`config.mk`:
```
export PLATFORM = sky130hd
export DESIGN_NAME = serial_encoder8x3
export DESIGN_NICKNAME = d
export VERILOG_FILES = /design/src/rtl/serial_encoder8x3_pkg.sv /design/src/rtl/serial_encoder8x3_lsb_encoder.sv /design/src/rtl/serial_encoder8x3.sv
export SDC_FILE = /design/constraint.sdc
export NUM_CORES = 1
export LEC_CHECK = 0
export BUFFER_PORTS_ARGS = -buffer_cell sky130_fd_sc_hd__buf_2
export CORE_MARGIN = 8
export CORE_UTILIZATION = 44
export CTS_CLUSTER_DIAMETER = 80
export DETAILED_ROUTE_END_ITERATION = 8
export HOLD_SLACK_MARGIN = 0.03
export PLACE_DENSITY = 0.72
export SLEW_MARGIN = 0
export SYNTH_ARGS = -nofsm -noshare
export SYNTH_HDL_FRONTEND = slang
export SYNTH_SLANG_ARGS = --single-unit
```
`constraint.sdc`:
```
create_clock -name clk -period 1.8 [get_ports clk]
set_input_delay 0.18 -clock clk [delete_from_list [all_inputs] [get_ports clk]]
set_output_delay 0.18 -clock clk [all_outputs]
set_load 0.03 [all_outputs]
```
`src/rtl/serial_encoder8x3_pkg.sv`:
```
// Shared definitions for the 8-to-3 serial encoder: default index width,
// derived vector width and the FSM state encoding.
package serial_encoder8x3_pkg;

    localparam int N_DEF = 3;
    localparam int W_DEF = 2 ** N_DEF;

    typedef enum logic {
        IDLE = 1'b0,
        BUSY = 1'b1
    } state_t;

endpackage

```
`src/rtl/serial_encoder8x3_lsb_encoder.sv`:
```
// Combinational lowest-set-bit encoder: index of the lowest set bit of a
// mask, plus flags telling whether any bit is set and whether exactly one is.
module lsb_encoder
    import serial_encoder8x3_pkg::*;
#(
    parameter int N = N_DEF
) (
    input  logic [2**N-1:0] mask,
    output logic [N-1:0]    idx,
    output logic            any,
    output logic            single
);

    localparam int W = 2 ** N;
    localparam logic [W-1:0] ONE = {{(W-1){1'b0}}, 1'b1};

    // Scan from the top down so the lowest set bit is the last one written.
    always_comb begin
        idx = '0;
        for (int i = W - 1; i >= 0; i--) begin
            if (mask[i]) begin
                idx = i[N-1:0];
            end
        end
    end

    // Clearing the lowest set bit leaves nothing exactly when one bit was set.
    always_comb begin
        any    = |mask;
        single = any & ~(|(mask & (mask - ONE)));
    end

endmodule

```
`src/rtl/serial_encoder8x3.sv`:
```
// Serial encoder: accepts a request vector per handshake and streams out the
// index of every set bit, lowest first, flagging the final beat. An all-zero
// vector still produces one beat, marked with out_zero.
module serial_encoder8x3
    import serial_encoder8x3_pkg::*;
#(
    parameter int N = N_DEF
) (
    input  logic            clk,
    input  logic            rst_n,
    input  logic            in_valid,
    output logic            in_ready,
    input  logic [2**N-1:0] in,
    output logic            out_valid,
    input  logic            out_ready,
    output logic [N-1:0]    out,
    output logic            out_last,
    output logic            out_zero
);

    localparam int W = 2 ** N;
    localparam logic [W-1:0] ONE = {{(W-1){1'b0}}, 1'b1};

    state_t         state;
    logic [W-1:0]   pend;
    logic [N-1:0]   low_idx;
    logic           any_set;
    logic           single_set;
    logic           busy;
    logic           out_hs;

    lsb_encoder #(.N(N)) u_lsb_encoder (
        .mask   (pend),
        .idx    (low_idx),
        .any    (any_set),
        .single (single_set)
    );

    // Beat outputs derive only from state and pend, never from the inputs.
    always_comb begin
        busy      = (state == BUSY);
        out_valid = busy;
        out       = busy ? low_idx : '0;
        out_zero  = busy & ~any_set;
        out_last  = busy & (single_set | ~any_set);
        out_hs    = out_valid & out_ready;
        // Accepting on the final beat's handshake keeps vectors back-to-back.
        in_ready  = ~busy | (out_hs & out_last);
    end

    // FSM and pending-bit register: load on accept, drop the lowest bit per beat.
    always_ff @(posedge clk or negedge rst_n) begin
        if (!rst_n) begin
            state <= IDLE;
            pend  <= '0;
        end else if (state == IDLE) begin
            if (in_valid) begin
                pend  <= in;
                state <= BUSY;
            end
        end else if (out_hs) begin
            if (!out_last) begin
                pend <= pend & (pend - ONE);
            end else if (in_valid) begin
                pend <= in;
            end else begin
                pend  <= '0;
                state <= IDLE;
            end
        end
    end

endmodule

```
==> results of run 1 <==
[path summary, 6_finish.rpt]
kind / to / startpoint / slack, ns / depth (start not counted)
worst max-delay path: in_ready / pend[3]$_DFFE_PN0P_ / -0.24 / 5
worst min-delay path: pend[1]$_DFFE_PN0P_ / in[1] / 0.15 / 3
worst max register to register: pend[5]$_DFFE_PN0P_ / pend[3]$_DFFE_PN0P_ / -0.03 / 6
worst min register to register: out_valid$_DFF_PN0_ / out_valid$_DFF_PN0_ / 0.64 / 1
max in group asynchronous: pend[6]$_DFFE_PN0P_ / rst_n / 1.29 / 2
min in group asynchronous: pend[4]$_DFFE_PN0P_ / rst_n / 0.31 / 2
[metrics by stage]
| step | cells | TNS, ns | utilization [%] |
|---|---|---|---|
| 2_1_floorplan | 76 | -0.07390 | - |
| 3_3_place_gp | 115 | 0 | 61.35 |
| 3_5_place_dp | 115 | -0.002181 | 61.35 |
| 4_1_cts | 121 | -0.7215 | 67.54 |
| 5_1_grt | 124 | -1.532 | 70.45 |
| 6_report | 124 | -0.6881 | 70.45 |
[cell type report]
| class | instances | share of cell area (%) |
|---|---|---|
| repair buffers | 31 | 22.77 |
| flip-flops and latches | 9 | 24.10 |
| well taps | 15 | 1.997 |
| inverters | 3 | 1.198 |
| multi-input cells | 62 | 47.14 |
| clock buffers | 4 | 2.796 |
[routing by layer]
layer	vias up	global-route usage [%]	wire length, um
met4	0	8.607	19
met3	2	1.653	79
met1	339	18.15	871
met2	15	21.18	872
li1	356	-	-
met5	-	0	0
[sequential cells by signal, indices dropped and copies added (netlist names)]
signal and flops:
pend 8, out_valid 1
[worst max-delay path, delay by kind of cell (launching register included)]
family / cells / cell delay (ns)
simple gates: 3 / 0.84
buf+inv: 1 / 0.13
flops: 1 / 0.38
compound gates: 1 / 0.25
[report_power, final]
part           internal (mW)  switching [mW]  total (mW)
clock                 0.0857          0.0782       0.164
sequential             0.292           0.124       0.416
combinational          0.742           0.880        1.62
[Yosys cell counts, drive strengths merged]
master and count:
o22ai 1, a2bb2oi 1, o21ai 8, o211ai 2, buf 1, nand3 1
a21boi 2, a21o 1, o311a 1, and3 1, nand4 1, nor2b 1
clkbuf 1, or2 1, a211oi 3, o311ai 2, or4 1, nand2b 2
dfrtp 9, o211a 2, nor4 3, o21bai 1, inv 3, o41ai 1
a21oi 6, nor2 4, maj3 2, and2 1, nand2 13
[placed cells by master, fill, tap and decap left out, types with 3 or more instances in the layout]
cell / n
buf_6: 3
a21oi_1: 5
o21ai_1: 4
nand2_1: 12
buf_2: 13
dfrtp_1: 8
buf_4: 14
inv_1: 3
clkbuf_4: 3
nor2_1: 3
[cell families after synthesis]
logic type | count (synthesis)
simple gates | 29
compound gates | 31
buf+inv | 5
fa+ha+maj | 2
flops | 9
[what timing repair did]
action,4_1_cts,5_1_grt
hold buffers,1,0
endpoints found under the setup margin,7,15
endpoints found under the hold margin,9,0
pin swaps,2,1
buffers inserted,1,3
gates resized for setup,11,11
==> metrics.txt, run 1 <==
initial antenna violation count=0; Synthesized Nets=88; Yosys cell types=30; setup ws final=-0.2442 ns; vias in the first global route=694; adder-cell area share of the yosys netlist=3.125%; Final Cycle Share=113.6%; post-synth design cell area=about 640 um2; core area=1334 um2; Root Driver=clkbuf_4; Overall Power=between 2 and 2.5 mW; Clk pin slew, worst setup/hold paths=0.07 ns; Gate Count Post-Synth=76; sequential fraction of the synthesis area=35.16%; WP data required=1.62 ns; violated checks=negative setup slack; RSZ-0062 raised after global routing=yes; drt wl/cell=14.86 um; worst hold path class=in -> reg; CP max FO=2; Max Freq=489.2 MHz; #FFs+latches synth=9; slowest CP cell=or4_4; port bufs=18; total clock sinks=9; DPL Wire Length=~1400 um; Max-Cap Viols=0; Slew Limit Fails=0; filler instances=111; final hold violation count=0; H-tree levels=1; CP Capture Type=output pin; chip width=54.16 um; pwr/cell area=2344 nW/um2; drt pass-1 iters=4; ranking of synthesized cells by area=dfrtp_1 35%, nand2_1 7.6%, o21ai_0 5.5%; vias per std cell=5.742; worst slew pin tran=0.6430 ns; mux contribution to synthesized area=0%; Final nets=122; Synth-to-Final Area Change=46.68%; Synth Area in XOR/XNOR=0%; drt initial violations=4; Die Y=between 50 and 60 um; synthesized area per cell=8.429 um2; Setup Skew=between 0.001 and 0.0015 ns; cell taking the most area after synthesis=dfrtp_1; static leakage power=0.4404 nW; simple-gate share of the synthesized area=approximately 23%; first-pass GRT wire length=3049 um; CTS max path bufs=2; main combinational cell family by area after synthesis=compound AO/OA/AOI/OAI gates; hold slack=0.1479 ns; GRT overflow=0; Synth Area in Compound Gates=35.74%; post-route minimum period=approximately 2 ns; antenna cell count=0; final wirelength=1843 um; CP max stage delay=0.55 ns; total CTS buffers=3; pin count of the biggest net entering global routing=10; clock tree from TritonCTS=done; multi-input logic area=442.9 um2; drt drc=0; status=complete, but fails checks; CP arrival=roughly 1.9 ns; startpoint types=register; gr usage total=between 10% and 20%; # setup viols final=6; placed cell areas=slightly above 800 um2; Place WS=-0.002181 ns; Syn. warnings=0; Initial Util=48.03%; post-route ant nets=0; share of layout cells above drive strength 1=between 40% and 50%; Die ar.=2933 um2; max_slew headroom=between 50% and 60%; crit-path cells=or4_4, o41ai_4, nand4_1, nand2_2, buf_6; GPL Wtd Cong=just under 0.8; Peak VDD IR=~960 uV; Yosys top cell area share=35.16%; # rows=13; vias=roughly 710; Final Cell Area=939.7 um2; # IOs=19; crit path kind=reg -> out; Seq. cell area=about 230 um2; later-pin clock latency in the skew report=0.26 ns
Power figures use the tool's default switching activity.
==> run 2: changes to the inputs <==
SYNTH_HIERARCHICAL = 1   (was default)
==> metrics.txt, run 2 <==
Yosys cell types=37 (+23%); drt pass-1 iters=4 (unchanged); first-pass GRT wire length=2794 um (-8.4%); post-route ant nets=0 (unchanged); Max Freq=450.7 MHz (-7.9%); total CTS buffers=3 (unchanged); adder-cell area share of the yosys netlist=1.530% (-1.6 points); GRT overflow=0 (unchanged); worst hold path class=in -> reg; gr usage total=12.66% (-1.3 points); fraction of registers with async set/reset=100.0% (unchanged); Top FF cell, synth=dfrtp_1; Synth Area in XOR/XNOR=1.338% (+1.3 points); Clk pin slew, worst setup/hold paths=0.06 ns (about the same); worst slew pin tran=0.3686 ns (-0.2744 ns); Initial Util=45.01% (-3.0 points); filler instances=111 (unchanged); drt wl/cell=14.03 um (-5.6%); Root Driver=clkbuf_4; clock tree from TritonCTS=done; chip width=54.57 um (+0.76%); DPL Wire Length=1402 um (+2.6%); initial antenna violation count=0 (unchanged); final hold violation count=0 (unchanged); Die ar.=2977 um2 (+1.5%); # rows=14 (+1); startpoint types=register; Synth-to-Final Area Change=53.54%; Synthesized Nets=80 (-9.1%); H-tree levels=1 (unchanged); CP max FO=4 (+2); setup ws final=-0.4189 ns (-0.1747 ns); Slew Limit Fails=0 (unchanged); crit path kind=reg -> reg; core area=1454 um2 (+9.0%); WP data required=1.94 ns (+0.32 ns); vias in the first global route=665 (-4.2%); #FFs+latches synth=9 (unchanged); RSZ-0062 raised after global routing=yes; postcts setup bufs=0 (-1); hold slack=0.1329 ns (-0.01496 ns); top sig layer=met3; Max-Cap Viols=0 (unchanged); number of flops mapped to enable cells by yosys=0 (unchanged); Reg with most FFs=pend; main combinational cell family by area after synthesis=simple AND/OR/NAND/NOR gates; total clock sinks=9 (unchanged); port bufs=18 (unchanged); max_slew headroom=75.20% (+18 points); Synth Area in Compound Gates=26.96% (-8.8 points); Final Cycle Share=123.3% (+9.7 points); later-pin clock latency in the skew report=0.26 ns (about the same); Final nets=120 (-1.6%); # IOs=19 (unchanged); final wirelength=1726 um (-6.3%); share of layout cells above drive strength 1=55.14% (+11 points); most frequent cells in the layout=20 x buf_4, 13 x buf_2, 7 x dfrtp_1; pin count of the biggest net entering global routing=11 (+1); CTS max path bufs=2 (unchanged); Setup Skew=0.002215 ns (+0.0007550 ns); synthesized area per cell=9.623 um2 (+14%); sequential fraction of the synthesis area=34.42% (-0.74 points); mux contribution to synthesized area=2.103% (+2.1 points); cell with the most instances after synthesis=dfrtp_1; crit-path cells=nor4_4, buf_4, nand4_1, o41ai_2, o22a_1, and3b_2, a21oi_4, nand2_2, a221o_1; Die Y=54.57 um (+0.76%); CP arrival=2.36 ns (+0.50 ns); slowest CP cell=dfrtp_1; CP max stage delay=0.42 ns (-0.13 ns); antenna cell count=0 (unchanged); Post-synth top cells=9 x dfrtp_1, 5 x inv_1, 4 x a22o_1, 4 x and2_1, 4 x nor3_1; drt drc=0 (unchanged); Yosys top cell area share=34.42% (-0.74 points); GPL Wtd Cong=0.8000 (+3.5%); drt initial violations=9 (+5); max reg flops=8 (unchanged); post-synth design cell area=654.4 um2 (+2.1%); post-route minimum period=2.219 ns (+0.1747 ns); WL met2=916 um (+5.0%); M1 WL=709 um (-19%); CP Capture Type=register; simple-gate share of the synthesized area=28.30% (+5.3 points); Syn. warnings=6 (+6); wire length on met3=99 um (+25%); # setup viols final=12 (+6); Util after Layout=69.11% (-1.3 points); cell taking the most area after synthesis=dfrtp_1; vias=644 (-9.6%); vias per std cell=5.236 (-8.8%); violated checks=negative setup slack; commonest non-fill, non-tap cell in the layout=buf_4; status=complete, but fails checks; ranking of synthesized cells by area=dfrtp_1 34%, a22o_1 5.4%, and2_1 3.8%; Gate Count Post-Synth=68 (-11%)
run 2: changes by cell type in the layout (fill, tap and decap cells not counted), sizes merged, moves of 4 or more:
cell | previous run | this run
buf | 30 | 36
nor3 | 0 | 4
nand2 | 13 | 3
a22o | 0 | 6
run 2: routing by layer:
metal / global-route usage (%) / up-vias
met5: 0 / -
met4: 2.459 / 0
met3: 5.435 / 0
met2: 21.76 / 17
met1: 14.35 / 297
li1: - / 330
run 2: repair_timing:
item | in CTS | in global routing
endpoints found under the setup margin | 14 | 15
resized for setup | 8 | 11
cloned | 0 | 0
pin swaps | 1 | 4
hold buffers | 1 | 0
endpoints found under the hold margin | 9 | 0
run 2: cell type report:
cell class,count,area (um2),area share (%)
Multi-Input combinational cell,52,452.9,45.08
Inverter,5,18.77,1.868
Tap cell,16,20.02,1.993
Timing Repair Buffer,37,259.0,25.78
Clock buffer,4,26.28,2.615
Sequential cell,9,227.7,22.67
run 2: metrics by stage:
| stage | std cells | instance area [um2] | worst slack (ns) | TNS, ns |
|---|---|---|---|---|
| floorplan | 68 | 671.9 | -0.4735 | -3.367 |
| global placement | 118 | 894.6 | -0.3593 | -2.444 |
| detailed placement | 118 | 894.6 | -0.4309 | -2.982 |
| CTS | 123 | 957.2 | -0.4678 | -3.933 |
| global route | 123 | 1005 | -0.5599 | -5.326 |
| finish | 123 | 1005 | -0.4189 | -3.651 |
run 2: worst max-delay path: cells and delay by family (launching register included):
kind            cells  cell delay [ns]
compound gates      4             0.73
buf+inv             1             0.17
flops               1             0.42
simple gates        4             0.79
run 2: cell families after synthesis:
group / count (synthesis)
buffers and inverters: 7
AOI/OAI and AO/OA: 21
and+or+nand+nor: 28
adders and majority gates: 1
muxes: 1
DFF: 9
xor gates and xnor gates: 1
run 2: worst paths after layout:
check,start,slack [ns],cells past startpoint,to
worst max-delay path,pend[3]$_DFFE_PN0P_,-0.42,9,pend[6]$_DFFE_PN0P_
worst min-delay path,in[3],0.13,2,pend[3]$_DFFE_PN0P_
worst max register to register,pend[3]$_DFFE_PN0P_,-0.42,9,pend[6]$_DFFE_PN0P_
worst min register to register,pend[7]$_DFFE_PN0P_,0.67,2,pend[7]$_DFFE_PN0P_
max in group asynchronous,rst_n,1.31,2,pend[4]$_DFFE_PN0P_
min in group asynchronous,rst_n,0.30,2,pend[3]$_DFFE_PN0P_
Power of run 2 is left out: the tool's default activity adds up to more than one toggle a clock period on the data nets, which glitch-free logic cannot reach.
